`src/rtl/bp_be_pkg.sv`:
```
// Shared D$ engine types: request/command/packet structs, opcodes and FSM states.
package bp_be_pkg;

  localparam int paddr_width_p  = 40;
  localparam int sets_p         = 64;
  localparam int assoc_p        = 8;
  localparam int block_width_p  = 512;
  localparam int fill_width_p   = 64;
  localparam int credits_p      = 4;
  localparam int req_id_width_p = 2;

  localparam int block_offset_width_lp = $clog2(block_width_p/8);
  localparam int fill_bytes_width_lp   = $clog2(fill_width_p/8);
  localparam int index_width_lp        = $clog2(sets_p);
  localparam int way_width_lp          = $clog2(assoc_p);
  localparam int beats_lp              = block_width_p/fill_width_p;
  localparam int beat_width_lp         = $clog2(beats_lp);
  localparam int tag_width_lp          = paddr_width_p - index_width_lp - block_offset_width_lp;
  localparam logic [2:0] block_size_lp = 3'(block_offset_width_lp);

  typedef enum logic [1:0] {e_miss_load, e_miss_store, e_uc_load, e_uc_store} bp_be_dcache_req_type_e;
  typedef enum logic [1:0] {e_mem_rd_block, e_mem_uc_rd, e_mem_uc_wr} bp_be_mem_cmd_opcode_e;
  typedef enum logic {e_data_mem_write, e_data_mem_uncached} bp_be_data_mem_opcode_e;
  typedef enum logic {e_tag_set_tag} bp_be_tag_mem_opcode_e;
  typedef enum logic {e_stat_set_lru} bp_be_stat_mem_opcode_e;
  typedef enum logic {e_coh_invalid, e_coh_valid} bp_be_coh_state_e;
  typedef enum logic [2:0] {e_ready, e_meta, e_cmd, e_fill, e_tag, e_stat} bp_be_miss_state_e;

  // size is log2(bytes) throughout
  typedef struct packed {
    bp_be_dcache_req_type_e   msg_type;
    logic [paddr_width_p-1:0] addr;
    logic [2:0]               size;
    logic [fill_width_p-1:0]  data;
  } bp_be_dcache_req_s;

  typedef struct packed {
    bp_be_mem_cmd_opcode_e    opcode;
    logic [paddr_width_p-1:0] addr;
    logic [2:0]               size;
    logic [fill_width_p-1:0]  data;
  } bp_be_mem_cmd_s;

  typedef struct packed {
    logic [index_width_lp-1:0] index;
    logic [way_width_lp-1:0]   way;
    logic [beat_width_lp-1:0]  fill_index;
    bp_be_data_mem_opcode_e    opcode;
    logic [fill_width_p-1:0]   data;
  } bp_be_data_mem_pkt_s;

  typedef struct packed {
    logic [index_width_lp-1:0] index;
    logic [way_width_lp-1:0]   way;
    logic [tag_width_lp-1:0]   tag;
    bp_be_coh_state_e          state;
    bp_be_tag_mem_opcode_e     opcode;
  } bp_be_tag_mem_pkt_s;

  typedef struct packed {
    logic [index_width_lp-1:0] index;
    logic [way_width_lp-1:0]   way;
    bp_be_stat_mem_opcode_e    opcode;
  } bp_be_stat_mem_pkt_s;

endpackage

```
`src/rtl/bp_be_dcache_miss_engine_if.sv`:
```
// D$ <-> miss engine <-> memory bundle. slave = engine view, master = D$/memory view.
interface bp_be_dcache_miss_engine_if;
  import bp_be_pkg::*;

  bp_be_dcache_req_s            cache_req_i;
  logic                         cache_req_v_i;
  logic                         cache_req_yumi_o;
  logic                         cache_req_lock_o;
  logic [way_width_lp-1:0]      cache_req_metadata_i;
  logic                         cache_req_metadata_v_i;
  logic [req_id_width_p-1:0]    cache_req_id_o;
  logic                         cache_req_critical_o;
  logic                         cache_req_last_o;
  logic                         cache_req_credits_full_o;
  logic                         cache_req_credits_empty_o;

  bp_be_mem_cmd_s               mem_cmd_o;
  logic                         mem_cmd_v_o;
  logic                         mem_cmd_ready_and_i;
  logic [fill_width_p-1:0]      mem_resp_data_i;
  logic                         mem_resp_v_i;
  logic                         mem_resp_yumi_o;

  bp_be_data_mem_pkt_s          data_mem_pkt_o;
  logic                         data_mem_pkt_v_o;
  logic                         data_mem_pkt_yumi_i;
  bp_be_tag_mem_pkt_s           tag_mem_pkt_o;
  logic                         tag_mem_pkt_v_o;
  logic                         tag_mem_pkt_yumi_i;
  bp_be_stat_mem_pkt_s          stat_mem_pkt_o;
  logic                         stat_mem_pkt_v_o;
  logic                         stat_mem_pkt_yumi_i;

  modport slave (
    input  cache_req_i, cache_req_v_i, cache_req_metadata_i, cache_req_metadata_v_i,
           mem_cmd_ready_and_i, mem_resp_data_i, mem_resp_v_i,
           data_mem_pkt_yumi_i, tag_mem_pkt_yumi_i, stat_mem_pkt_yumi_i,
    output cache_req_yumi_o, cache_req_lock_o, cache_req_id_o, cache_req_critical_o,
           cache_req_last_o, cache_req_credits_full_o, cache_req_credits_empty_o,
           mem_cmd_o, mem_cmd_v_o, mem_resp_yumi_o,
           data_mem_pkt_o, data_mem_pkt_v_o, tag_mem_pkt_o, tag_mem_pkt_v_o,
           stat_mem_pkt_o, stat_mem_pkt_v_o
  );

  modport master (
    output cache_req_i, cache_req_v_i, cache_req_metadata_i, cache_req_metadata_v_i,
           mem_cmd_ready_and_i, mem_resp_data_i, mem_resp_v_i,
           data_mem_pkt_yumi_i, tag_mem_pkt_yumi_i, stat_mem_pkt_yumi_i,
    input  cache_req_yumi_o, cache_req_lock_o, cache_req_id_o, cache_req_critical_o,
           cache_req_last_o, cache_req_credits_full_o, cache_req_credits_empty_o,
           mem_cmd_o, mem_cmd_v_o, mem_resp_yumi_o,
           data_mem_pkt_o, data_mem_pkt_v_o, tag_mem_pkt_o, tag_mem_pkt_v_o,
           stat_mem_pkt_o, stat_mem_pkt_v_o
  );
endinterface

```
`src/rtl/bp_be_credit_counter.sv`:
```
// Outstanding memory command tracker: +1 per issued command, -1 per retired one.
module bp_be_credit_counter #(
  parameter int credits_p = 4
) (
  input  logic clk,
  input  logic rst_n,
  input  logic inc,
  input  logic dec,
  output logic full,
  output logic empty
);
  localparam int width_lp = $clog2(credits_p+1);

  logic [width_lp-1:0] count_r;

  // simultaneous inc/dec cancel; a stray dec at zero is ignored
  always_ff @(posedge clk or negedge rst_n) begin
    if (!rst_n)                   count_r <= '0;
    else if (inc && !dec && !full) count_r <= count_r + width_lp'(1);
    else if (dec && !inc && !empty) count_r <= count_r - width_lp'(1);
  end

  assign full  = (count_r == width_lp'(credits_p));
  assign empty = (count_r == '0);
endmodule

```
`src/rtl/bp_be_dcache_miss_engine.sv`:
```
// Write-through D$ miss engine: one outstanding read, posted stores limited by credits.
module bp_be_dcache_miss_engine
  import bp_be_pkg::*;
(
  input  logic                     clk_i,
  input  logic                     reset_n_i,
  bp_be_dcache_miss_engine_if.slave eng
);

  bp_be_miss_state_e          state_r, state_n;
  bp_be_dcache_req_s          req_r;
  logic [way_width_lp-1:0]    way_r;
  logic [req_id_width_p-1:0]  id_r;
  logic [beat_width_lp-1:0]   beat_r;

  logic req_fire, cmd_fire, beat_fire, ack_fire, last_beat;
  logic is_store, is_uc_load, credits_full, credits_empty;
  logic [index_width_lp-1:0]  index;
  logic [beat_width_lp-1:0]   crit_beat;

  bp_be_mem_cmd_s      mem_cmd;
  bp_be_data_mem_pkt_s data_pkt;
  bp_be_tag_mem_pkt_s  tag_pkt;
  bp_be_stat_mem_pkt_s stat_pkt;

  assign is_store   = (req_r.msg_type == e_miss_store) || (req_r.msg_type == e_uc_store);
  assign is_uc_load = (req_r.msg_type == e_uc_load);
  assign index      = req_r.addr[block_offset_width_lp +: index_width_lp];
  assign crit_beat  = req_r.addr[fill_bytes_width_lp +: beat_width_lp];

  // reset gates the combinational yumis so nothing is consumed while held in reset
  assign req_fire  = reset_n_i && (state_r == e_ready) && eng.cache_req_v_i && !credits_full;
  assign cmd_fire  = (state_r == e_cmd) && eng.mem_cmd_ready_and_i;
  assign beat_fire = (state_r == e_fill) && eng.mem_resp_v_i && eng.data_mem_pkt_yumi_i;
  // in-order responses and a single outstanding read: anything outside a fill is a store ack
  assign ack_fire  = reset_n_i && (state_r != e_fill) && eng.mem_resp_v_i;
  // beats_lp is a power of two, so the final beat is the all-ones count
  assign last_beat = is_uc_load || (&beat_r);

  bp_be_credit_counter #(.credits_p(credits_p)) credits (
    .clk   (clk_i),
    .rst_n (reset_n_i),
    .inc   (cmd_fire),
    .dec   (ack_fire || (beat_fire && last_beat)),
    .full  (credits_full),
    .empty (credits_empty)
  );

  // state, id and latched request; everything in flight is dropped on reset
  always_ff @(posedge clk_i or negedge reset_n_i) begin
    if (!reset_n_i) begin
      state_r <= e_ready;
      req_r   <= '0;
      way_r   <= '0;
      id_r    <= '0;
      beat_r  <= '0;
    end else begin
      state_r <= state_n;
      if (req_fire) begin
        req_r  <= eng.cache_req_i;
        id_r   <= id_r + 1'b1;
        beat_r <= '0;
      end
      if (state_r == e_meta && eng.cache_req_metadata_v_i) way_r <= eng.cache_req_metadata_i;
      if (beat_fire) beat_r <= beat_r + 1'b1;
    end
  end

  // next state and packet contents
  always_comb begin
    state_n = state_r;

    mem_cmd.opcode = e_mem_uc_wr;
    mem_cmd.addr   = req_r.addr;
    mem_cmd.size   = req_r.size;
    mem_cmd.data   = req_r.data;
    if (req_r.msg_type == e_miss_load) begin
      // block read, but the address keeps the critical beat so memory returns it first
      mem_cmd.opcode = e_mem_rd_block;
      mem_cmd.addr   = {req_r.addr[paddr_width_p-1:fill_bytes_width_lp], {fill_bytes_width_lp{1'b0}}};
      mem_cmd.size   = block_size_lp;
    end else if (is_uc_load) begin
      mem_cmd.opcode = e_mem_uc_rd;
    end

    data_pkt.index      = index;
    data_pkt.way        = way_r;
    data_pkt.fill_index = crit_beat + beat_r;
    data_pkt.opcode     = e_data_mem_write;
    if (is_uc_load) data_pkt.opcode = e_data_mem_uncached;
    data_pkt.data       = eng.mem_resp_data_i;

    tag_pkt.index  = index;
    tag_pkt.way    = way_r;
    tag_pkt.tag    = req_r.addr[paddr_width_p-1 -: tag_width_lp];
    tag_pkt.state  = e_coh_valid;
    tag_pkt.opcode = e_tag_set_tag;

    stat_pkt.index  = index;
    stat_pkt.way    = way_r;
    stat_pkt.opcode = e_stat_set_lru;

    unique case (state_r)
      e_ready: if (req_fire) begin
        if (eng.cache_req_i.msg_type == e_miss_load) state_n = e_meta;
        else                                         state_n = e_cmd;
      end
      e_meta:  if (eng.cache_req_metadata_v_i) state_n = e_cmd;
      e_cmd:   if (cmd_fire) begin
        if (is_store) state_n = e_ready;
        else          state_n = e_fill;
      end
      e_fill:  if (beat_fire && last_beat) begin
        if (is_uc_load) state_n = e_ready;
        else            state_n = e_tag;
      end
      e_tag:   if (eng.tag_mem_pkt_yumi_i)  state_n = e_stat;
      e_stat:  if (eng.stat_mem_pkt_yumi_i) state_n = e_ready;
      default: state_n = e_ready;
    endcase
  end

  assign eng.cache_req_yumi_o          = req_fire;
  assign eng.cache_req_lock_o          = (state_r != e_ready);
  assign eng.cache_req_id_o            = id_r;
  assign eng.cache_req_critical_o      = beat_fire && (beat_r == '0);
  assign eng.cache_req_last_o          = beat_fire && last_beat;
  assign eng.cache_req_credits_full_o  = credits_full;
  assign eng.cache_req_credits_empty_o = credits_empty;

  assign eng.mem_cmd_o        = mem_cmd;
  assign eng.mem_cmd_v_o      = (state_r == e_cmd);
  assign eng.mem_resp_yumi_o  = ack_fire || beat_fire;

  assign eng.data_mem_pkt_o   = data_pkt;
  assign eng.data_mem_pkt_v_o = (state_r == e_fill) && eng.mem_resp_v_i;
  assign eng.tag_mem_pkt_o    = tag_pkt;
  assign eng.tag_mem_pkt_v_o  = (state_r == e_tag);
  assign eng.stat_mem_pkt_o   = stat_pkt;
  assign eng.stat_mem_pkt_v_o = (state_r == e_stat);

endmodule

```
`src/flat_wrapper.sv`:
```
// flat-port wrapper written by rule: the top's interface ports become plain ports
module bp_be_dcache_miss_engine_flat import bp_be_pkg::*;
  (clk_i, reset_n_i, eng_cache_req_i, eng_cache_req_v_i, eng_cache_req_metadata_i, eng_cache_req_metadata_v_i, eng_mem_cmd_ready_and_i, eng_mem_resp_data_i, eng_mem_resp_v_i, eng_data_mem_pkt_yumi_i, eng_tag_mem_pkt_yumi_i, eng_stat_mem_pkt_yumi_i, eng_cache_req_yumi_o, eng_cache_req_lock_o, eng_cache_req_id_o, eng_cache_req_critical_o, eng_cache_req_last_o, eng_cache_req_credits_full_o, eng_cache_req_credits_empty_o, eng_mem_cmd_o, eng_mem_cmd_v_o, eng_mem_resp_yumi_o, eng_data_mem_pkt_o, eng_data_mem_pkt_v_o, eng_tag_mem_pkt_o, eng_tag_mem_pkt_v_o, eng_stat_mem_pkt_o, eng_stat_mem_pkt_v_o);
  bp_be_dcache_miss_engine_if eng_i ();
  input  logic clk_i;
  input  logic reset_n_i;
  input wire logic [$bits(eng_i.cache_req_i)-1:0] eng_cache_req_i;
  input wire logic [$bits(eng_i.cache_req_v_i)-1:0] eng_cache_req_v_i;
  input wire logic [$bits(eng_i.cache_req_metadata_i)-1:0] eng_cache_req_metadata_i;
  input wire logic [$bits(eng_i.cache_req_metadata_v_i)-1:0] eng_cache_req_metadata_v_i;
  input wire logic [$bits(eng_i.mem_cmd_ready_and_i)-1:0] eng_mem_cmd_ready_and_i;
  input wire logic [$bits(eng_i.mem_resp_data_i)-1:0] eng_mem_resp_data_i;
  input wire logic [$bits(eng_i.mem_resp_v_i)-1:0] eng_mem_resp_v_i;
  input wire logic [$bits(eng_i.data_mem_pkt_yumi_i)-1:0] eng_data_mem_pkt_yumi_i;
  input wire logic [$bits(eng_i.tag_mem_pkt_yumi_i)-1:0] eng_tag_mem_pkt_yumi_i;
  input wire logic [$bits(eng_i.stat_mem_pkt_yumi_i)-1:0] eng_stat_mem_pkt_yumi_i;
  output wire logic [$bits(eng_i.cache_req_yumi_o)-1:0] eng_cache_req_yumi_o;
  output wire logic [$bits(eng_i.cache_req_lock_o)-1:0] eng_cache_req_lock_o;
  output wire logic [$bits(eng_i.cache_req_id_o)-1:0] eng_cache_req_id_o;
  output wire logic [$bits(eng_i.cache_req_critical_o)-1:0] eng_cache_req_critical_o;
  output wire logic [$bits(eng_i.cache_req_last_o)-1:0] eng_cache_req_last_o;
  output wire logic [$bits(eng_i.cache_req_credits_full_o)-1:0] eng_cache_req_credits_full_o;
  output wire logic [$bits(eng_i.cache_req_credits_empty_o)-1:0] eng_cache_req_credits_empty_o;
  output wire logic [$bits(eng_i.mem_cmd_o)-1:0] eng_mem_cmd_o;
  output wire logic [$bits(eng_i.mem_cmd_v_o)-1:0] eng_mem_cmd_v_o;
  output wire logic [$bits(eng_i.mem_resp_yumi_o)-1:0] eng_mem_resp_yumi_o;
  output wire logic [$bits(eng_i.data_mem_pkt_o)-1:0] eng_data_mem_pkt_o;
  output wire logic [$bits(eng_i.data_mem_pkt_v_o)-1:0] eng_data_mem_pkt_v_o;
  output wire logic [$bits(eng_i.tag_mem_pkt_o)-1:0] eng_tag_mem_pkt_o;
  output wire logic [$bits(eng_i.tag_mem_pkt_v_o)-1:0] eng_tag_mem_pkt_v_o;
  output wire logic [$bits(eng_i.stat_mem_pkt_o)-1:0] eng_stat_mem_pkt_o;
  output wire logic [$bits(eng_i.stat_mem_pkt_v_o)-1:0] eng_stat_mem_pkt_v_o;
  assign eng_i.cache_req_i = eng_cache_req_i;
  assign eng_i.cache_req_v_i = eng_cache_req_v_i;
  assign eng_i.cache_req_metadata_i = eng_cache_req_metadata_i;
  assign eng_i.cache_req_metadata_v_i = eng_cache_req_metadata_v_i;
  assign eng_i.mem_cmd_ready_and_i = eng_mem_cmd_ready_and_i;
  assign eng_i.mem_resp_data_i = eng_mem_resp_data_i;
  assign eng_i.mem_resp_v_i = eng_mem_resp_v_i;
  assign eng_i.data_mem_pkt_yumi_i = eng_data_mem_pkt_yumi_i;
  assign eng_i.tag_mem_pkt_yumi_i = eng_tag_mem_pkt_yumi_i;
  assign eng_i.stat_mem_pkt_yumi_i = eng_stat_mem_pkt_yumi_i;
  assign eng_cache_req_yumi_o = eng_i.cache_req_yumi_o;
  assign eng_cache_req_lock_o = eng_i.cache_req_lock_o;
  assign eng_cache_req_id_o = eng_i.cache_req_id_o;
  assign eng_cache_req_critical_o = eng_i.cache_req_critical_o;
  assign eng_cache_req_last_o = eng_i.cache_req_last_o;
  assign eng_cache_req_credits_full_o = eng_i.cache_req_credits_full_o;
  assign eng_cache_req_credits_empty_o = eng_i.cache_req_credits_empty_o;
  assign eng_mem_cmd_o = eng_i.mem_cmd_o;
  assign eng_mem_cmd_v_o = eng_i.mem_cmd_v_o;
  assign eng_mem_resp_yumi_o = eng_i.mem_resp_yumi_o;
  assign eng_data_mem_pkt_o = eng_i.data_mem_pkt_o;
  assign eng_data_mem_pkt_v_o = eng_i.data_mem_pkt_v_o;
  assign eng_tag_mem_pkt_o = eng_i.tag_mem_pkt_o;
  assign eng_tag_mem_pkt_v_o = eng_i.tag_mem_pkt_v_o;
  assign eng_stat_mem_pkt_o = eng_i.stat_mem_pkt_o;
  assign eng_stat_mem_pkt_v_o = eng_i.stat_mem_pkt_v_o;
  bp_be_dcache_miss_engine u_core (.clk_i(clk_i), .reset_n_i(reset_n_i), .eng(eng_i));
endmodule
```
`config.mk`:
```
export PLATFORM = sky130hd
export DESIGN_NAME = bp_be_dcache_miss_engine_flat
export DESIGN_NICKNAME = d
export VERILOG_FILES = /design/src/rtl/bp_be_pkg.sv /design/src/rtl/bp_be_dcache_miss_engine_if.sv /design/src/rtl/bp_be_credit_counter.sv /design/src/rtl/bp_be_dcache_miss_engine.sv /design/src/flat_wrapper.sv
export SDC_FILE = /design/constraint.sdc
export NUM_CORES = 1
export LEC_CHECK = 0
export ABC_CLOCK_PERIOD_IN_PS = 2850
export CAP_MARGIN = 5
export CELL_PAD_IN_SITES_DETAIL_PLACEMENT = 1
export CELL_PAD_IN_SITES_GLOBAL_PLACEMENT = 2
export CORE_MARGIN = 2
export CORE_UTILIZATION = 21
export CTS_CLUSTER_DIAMETER = 60
export DETAILED_ROUTE_END_ITERATION = 6
export GPL_TIMING_DRIVEN = 0
export PLACE_DENSITY_LB_ADDON = 0.1
export SKIP_LAST_GASP = 1
export SLEW_MARGIN = 20
export SYNTH_ARGS = -nofsm -noshare
export SYNTH_HDL_FRONTEND = slang
export SYNTH_SLANG_ARGS = --single-unit
export TNS_END_PERCENT = 50
```
`constraint.sdc`:
```
create_clock -name clk_i -period 2.85 [get_ports clk_i]
set_input_delay 0.57 -clock clk_i [delete_from_list [all_inputs] [get_ports clk_i]]
set_output_delay 0.57 -clock clk_i [all_outputs]
set_load 0.03 [all_outputs]
```
======== After elaboration in Yosys (flattened, before gate mapping) ========
Index checks and enable logic that the tools add are counted.
Widths: inputs -> output; s select.
cells by class
  $add $sub $neg .......................... 5
  equality and inequality tests ........... 16
  multiplexer cells ....................... 18
  reduce and logical (&&, ||, !) cells .... 33
operators with widths
  operator             number
  $mux 3               11
  $pmux 3 s6           1
  $logic_and 1x1->1    15
  $ne 2x2->1 const B   5
  $eq 3x3->1 const B   3
  $logic_not 3->1      3
  $mux 2               4
  $add 3x1->3 const B  2
  $eq 3x2->1 const B   2
  $mux 6               1
  $reduce_and 6->1     1
  $eq 2x2->1 const B   2
  $logic_not 1->1      4
  $logic_not 2->1      2
  $logic_or 1x1->1     4
  $reduce_bool 2->1    2
  $add 3x3->3          1
  $eq 3x1->1 const B   1
  $ne 3x2->1 const B   1
  $reduce_and 3->1     1
  $reduce_bool 3->1    1
  $sub 3x1->3 const B  1
  $add 2x1->2 const B  1
  $eq 2x1->1 const B   1
  other kinds (2)      2
storage, ports and cells
  flip-flop bits (word level) ............. 123
  input port bits ......................... 185
  output and inout port bits .............. 248
  word-level logic and storage cells ...... 81

======== Depth between registers and ports, before layout ========
  depth in word-level cells ............... 9
  depth in mapped cells ................... 8
  gate-level depth less buffers ........... 7

======== Cells and area by module ========
Synthesis repeated with hierarchy kept, for this count alone.
second synthesis, totals
  cell total of the unflattened synthesis .. 795
  area, all modules ....................... 6795.3 sq um
by module, submodules not included
  module                    times used  cells each  area each (sq um)
  bp_be_dcache_miss_engine  1           773         6575.1
  bp_be_credit_counter      1           22          220.2

======== Worst setup path before layout ========
No wires, ideal clock.
  path type ............................... reg-to-output
  from .................................... register u_core.state_r[2]
  to ...................................... output eng_cache_req_critical_o
  arrival time ............................ 1.747 ns
  slack ................................... 0.533 ns
  stages on the path, launching flop included .. 5
  path buffers ............................ 1
  path through ............................ dfrtp_1 -> buf_2 -> and3b_1 -> nand3_1 -> nor3b_1
on the way
  longest elaborated chain between the ends .. 4
RTL lines
  what                             RTL line                         RTL
  start, declared                  bp_be_dcache_miss_engine.sv:10   bp_be_miss_state_e state_r, state_n;
  start signal, assigned           bp_be_dcache_miss_engine.sv:52   state_r <= e_ready;
  start signal, assigned           bp_be_dcache_miss_engine.sv:58   state_r <= state_n;
  $eq 3x2->1                       bp_be_dcache_miss_engine.sv:34   assign beat_fire = (state_r == e_fill) && eng.mem_resp_v_i && eng.data_mem_pkt_yumi_i;
  $logic_and 1x1->1 (2 in series)  bp_be_dcache_miss_engine.sv:34
  $logic_and 1x1->1                bp_be_dcache_miss_engine.sv:126  assign eng.cache_req_critical_o = beat_fire && (beat_r == '0);
  end, declared                    flat_wrapper.sv:20               output wire logic [$bits(eng_i.cache_req_critical_o)-1:0] eng_cache_req_critical_o;
Every way passes these cells.

======== Worst setup path after layout ========
  from .................................... register u_core.state_r[0]
  to ...................................... output eng_mem_resp_yumi_o
on the way
  longest elaborated chain between the ends .. 4
RTL lines
  what                                                RTL line                                                        RTL
  $ne 3x2->1 / $eq 3x2->1 (equally long branches)     bp_be_dcache_miss_engine.sv:36, bp_be_dcache_miss_engine.sv:34
  $logic_and 1x1->1 (on tied branches) (2 in series)  bp_be_dcache_miss_engine.sv:36, bp_be_dcache_miss_engine.sv:34
  $logic_or 1x1->1 (*)                                bp_be_dcache_miss_engine.sv:133                                 assign eng.mem_resp_yumi_o = ack_fire || beat_fire;
  end, declared                                       flat_wrapper.sv:26                                              output wire logic [$bits(eng_i.mem_resp_yumi_o)-1:0] eng_mem_resp_yumi_o;
Every way passes the cells marked *; elsewhere a longest branch is shown, timed or not.

==> results.sh <==
export IMPL_coreArea_mm2=0.0316
export IMPL_die_width_um=183
export IMPL_path_class="reg -> out"
export IMPL_ys_flop_type="dfrtp_1"
export IMPL_die_h_um=183
export IMPL_grt_pass1_vias=5352
export IMPL_area_delta_synth_final_pct=72.2
export IMPL_ys_types=44
export IMPL_gp_congestion=0.667
export IMPL_antenna_left=0
export IMPL_end_kind="output port"
export IMPL_initial_core_util_pct=21.4
export IMPL_track_usage_pct=13.0
export IMPL_worstSetupStartpointType="flop"
export IMPL_max_cap_violations=0
export IMPL_p_leak_nw=5.15
export IMPL_die_area_mm2=0.0336
export IMPL_grt_first_pass_wirelength_um=32600
export IMPL_maxSlewViolCount=0
export IMPL_ys_seq_area_share_pct=45.6
export IMPL_slowest_stage="clkdlybuf4s50_1"
export IMPL_final_cell_mix="clkdlybuf4s50_1 (359), buf_4 (224), dfrtp_1 (123)"
export IMPL_via_per_inst=3.78
export IMPL_period_share_pct=98.3
export IMPL_drt_wl_total_um=22200
export IMPL_synth_cells=574
export IMPL_async_flop_share_pct=100
export IMPL_synth_warnings=0
export IMPL_ys_ff_latch=123
export IMPL_ir_drop_mv=0.547
export IMPL_grt_max_degree=36
export IMPL_setup_slack_ps=49.2
export IMPL_avgRoutedWirePerCell_um=16.1
export IMPL_core_rowCount=65
export IMPL_max_stage_delay_ps=690
export IMPL_powerDensity_mw_per_mm2=1240
export IMPL_cts_buffer_depth=2
export IMPL_clock_latency_ps=420
export IMPL_outcome="finished, final reports clean"
export IMPL_dp_hpwl_um=17000
export IMPL_overflow=0
export IMPL_clk_pin_slew_ps=60
export IMPL_p_total_mw=14.4
export IMPL_cts_htree_levels=4
export IMPL_cts_tree="yes"
export IMPL_max_freq_mhz=357
export IMPL_setup_viol=0
export IMPL_holdWs_ps=131
export IMPL_io_pins=433
export IMPL_vias=5217
export IMPL_synth_edff_count=0
export IMPL_final_setup_skew_ps=16.3
export IMPL_cp_cell_sequence="buf_2, nand3b_1, nand2_1, a21oi_1, clkdlybuf4s50_1"
export IMPL_fin_nets=1156
export IMPL_cts_root_buf="clkbuf_16"
export IMPL_drc_errors=0
export IMPL_avgSynthCellArea_um2=11.8
export IMPL_cp_max_fo=10
export IMPL_layout_min_cycle_time_ps=2800
export IMPL_critPathRequiredTime_ps=2280
export IMPL_crit_arrival_ps=2230
export IMPL_hold_path_class="in -> async"
export IMPL_dr_pass1_iters=4
export IMPL_clock_sinks=123
export IMPL_drt_iter0_drc=79
export IMPL_final_common_cell="clkdlybuf4s50_1"
export IMPL_syn_area_mm2=0.00676
export IMPL_layout_drive_gt1_share_pct=37.1
export IMPL_cts_buffers=17
export IMPL_portBuffers=365
export IMPL_hold_violations=0
export IMPL_worst_slew_pin_slew_ps=613
export IMPL_relSlewSlack_pct=59.0
export IMPL_antenna_found_initial=1
export IMPL_dp_slack_ps=-1170
export IMPL_grt_setup_unrepaired="yes"
registers in the layout, indices dropped and copies added, names as in the netlist:
register and cells:
u_core.beat_r 3, u_core.credits.count_r 3, u_core.crit_beat 3, u_core.eng.cache_req_id_o 2
u_core.eng.data_mem_pkt_o 6, u_core.eng.mem_cmd_o 64, u_core.eng.tag_mem_pkt_o 28, u_core.req_r 8
u_core.state_r 3, u_core.way_r 3
cell type report:
| cell class | instances | area (µm²) |
|---|---|---|
| fillers | 3481 | 20000 |
| repair buffers | 371 | 3800 |
| flip-flops and latches | 123 | 3080 |
| multi-input cells | 204 | 1890 |
| plain buffers | 237 | 1760 |
| well taps | 402 | 503 |
| clock buffers | 18 | 439 |
| clock inverters | 13 | 120 |
| inverters | 11 | 41.3 |
| diodes | 1 | 2.50 |
power breakdown:
group / switching [mW] / leakage, nW / internal (mW)
clock: 0.877 / 0.269 / 1.22
sequential: 0.581 / 1.48 / 2.63
combinational: 4.51 / 3.40 / 4.61
cells in the mapped netlist, types with 2 or more instances:
| cell type | n | area, µm² |
|---|---|---|
| a211oi_1 | 4 | 30.0 |
| a21oi_1 | 5 | 25.0 |
| buf_2 | 10 | 50.1 |
| buf_4 | 223 | 1670 |
| buf_6 | 3 | 33.8 |
| conb_1 | 2 | 7.51 |
| dfrtp_1 | 123 | 3080 |
| fa_1 | 2 | 40.0 |
| ha_1 | 4 | 50.1 |
| inv_1 | 10 | 37.5 |
| mux2_1 | 32 | 360 |
| mux2_2 | 79 | 890 |
| mux2i_1 | 2 | 20.0 |
| nand2_1 | 11 | 41.3 |
| nand2b_1 | 3 | 18.8 |
| nand3b_1 | 2 | 15.0 |
| nor2_1 | 11 | 41.3 |
| nor2b_1 | 6 | 37.5 |
| nor3_1 | 5 | 25.0 |
| nor3b_1 | 2 | 15.0 |
| o211ai_1 | 2 | 15.0 |
| o21ai_0 | 4 | 20.0 |
| o22ai_1 | 4 | 25.0 |
| or2_2 | 2 | 12.5 |
| xnor2_1 | 2 | 17.5 |
| xor2_1 | 3 | 26.3 |
cell families (layout without fill, tap and decap cells):
group	count (synthesis)	after routing	share of synthesized area, %
buffers and inverters	248	650	26.7
adders and majority gates	6	6	1.33
DFF	123	123	45.6
muxes	113	113	18.8
and+or+nand+nor	49	49	4.07
xor gates and xnor gates	5	5	0.648
AOI/OAI and AO/OA	28	28	2.78
other	2	4	0.111
layer usage:
| metal | wire (µm) | track usage [%] | vias to the layer above |
|---|---|---|---|
| met2 | 11200 | 22.5 | 231 |
| met1 | 8450 | 14.3 | 2510 |
| met3 | 2370 | 6.63 | 10 |
| met5 | 13 | 0 | - |
| li1 | - | - | 2464 |
| met4 | 114 | 2.59 | 2 |
metrics by stage:
stage                TNS, ps  instances  utilization [%]  cell area (µm²)
finish                     0       1380             36.8            11600
global route            -280       1379             36.8            11600
CTS                     -207       1379             36.7            11600
detailed placement    -33420       1343             34.6            10900
global placement    -1257070       1342             34.5            10900
floorplan                  0        575                -             6760
worst paths after layout:
check	start	endpoint	slack, ps	cells after the start
max	u_core.state_r[0]$_DFFE_PN0P_	eng_mem_resp_yumi_o	50	5
min	reset_n_i	u_core.eng.mem_cmd_o[52]$_DFFE_PN0P_	130	2
max reg2reg	u_core.state_r[2]$_DFFE_PN0P_	u_core.credits.count_r[2]$_DFFE_PN0P_	380	8
min reg2reg	u_core.eng.cache_req_id_o[1]$_DFFE_PN0P_	u_core.eng.cache_req_id_o[1]$_DFFE_PN0P_	470	1
max in group asynchronous	reset_n_i	u_core.eng.mem_cmd_o[58]$_DFFE_PN0P_	1690	2
min in group clk_i	u_core.eng.cache_req_id_o[1]$_DFFE_PN0P_	u_core.eng.cache_req_id_o[1]$_DFFE_PN0P_	470	1
worst max-delay path, delay by kind of cell (launching register included):
| kind | cells | cell delay [ps] |
|---|---|---|
| AND/OR/NAND/NOR | 2 | 340 |
| AO/OA/AOI/OAI | 1 | 160 |
| flip-flops | 1 | 430 |
| buffers and inverters | 2 | 900 |
what timing repair did:
action | CTS | global route
pin swaps | 1 | 0
hold endpoints to repair | 8 | 0
endpoints found under the setup margin | 8 | 8
cloned | 2 | 0
resized for setup | 8 | 5
hold buffers | 2 | 0
buffers inserted | 1 | 0
Power figures use the tool's default switching activity.
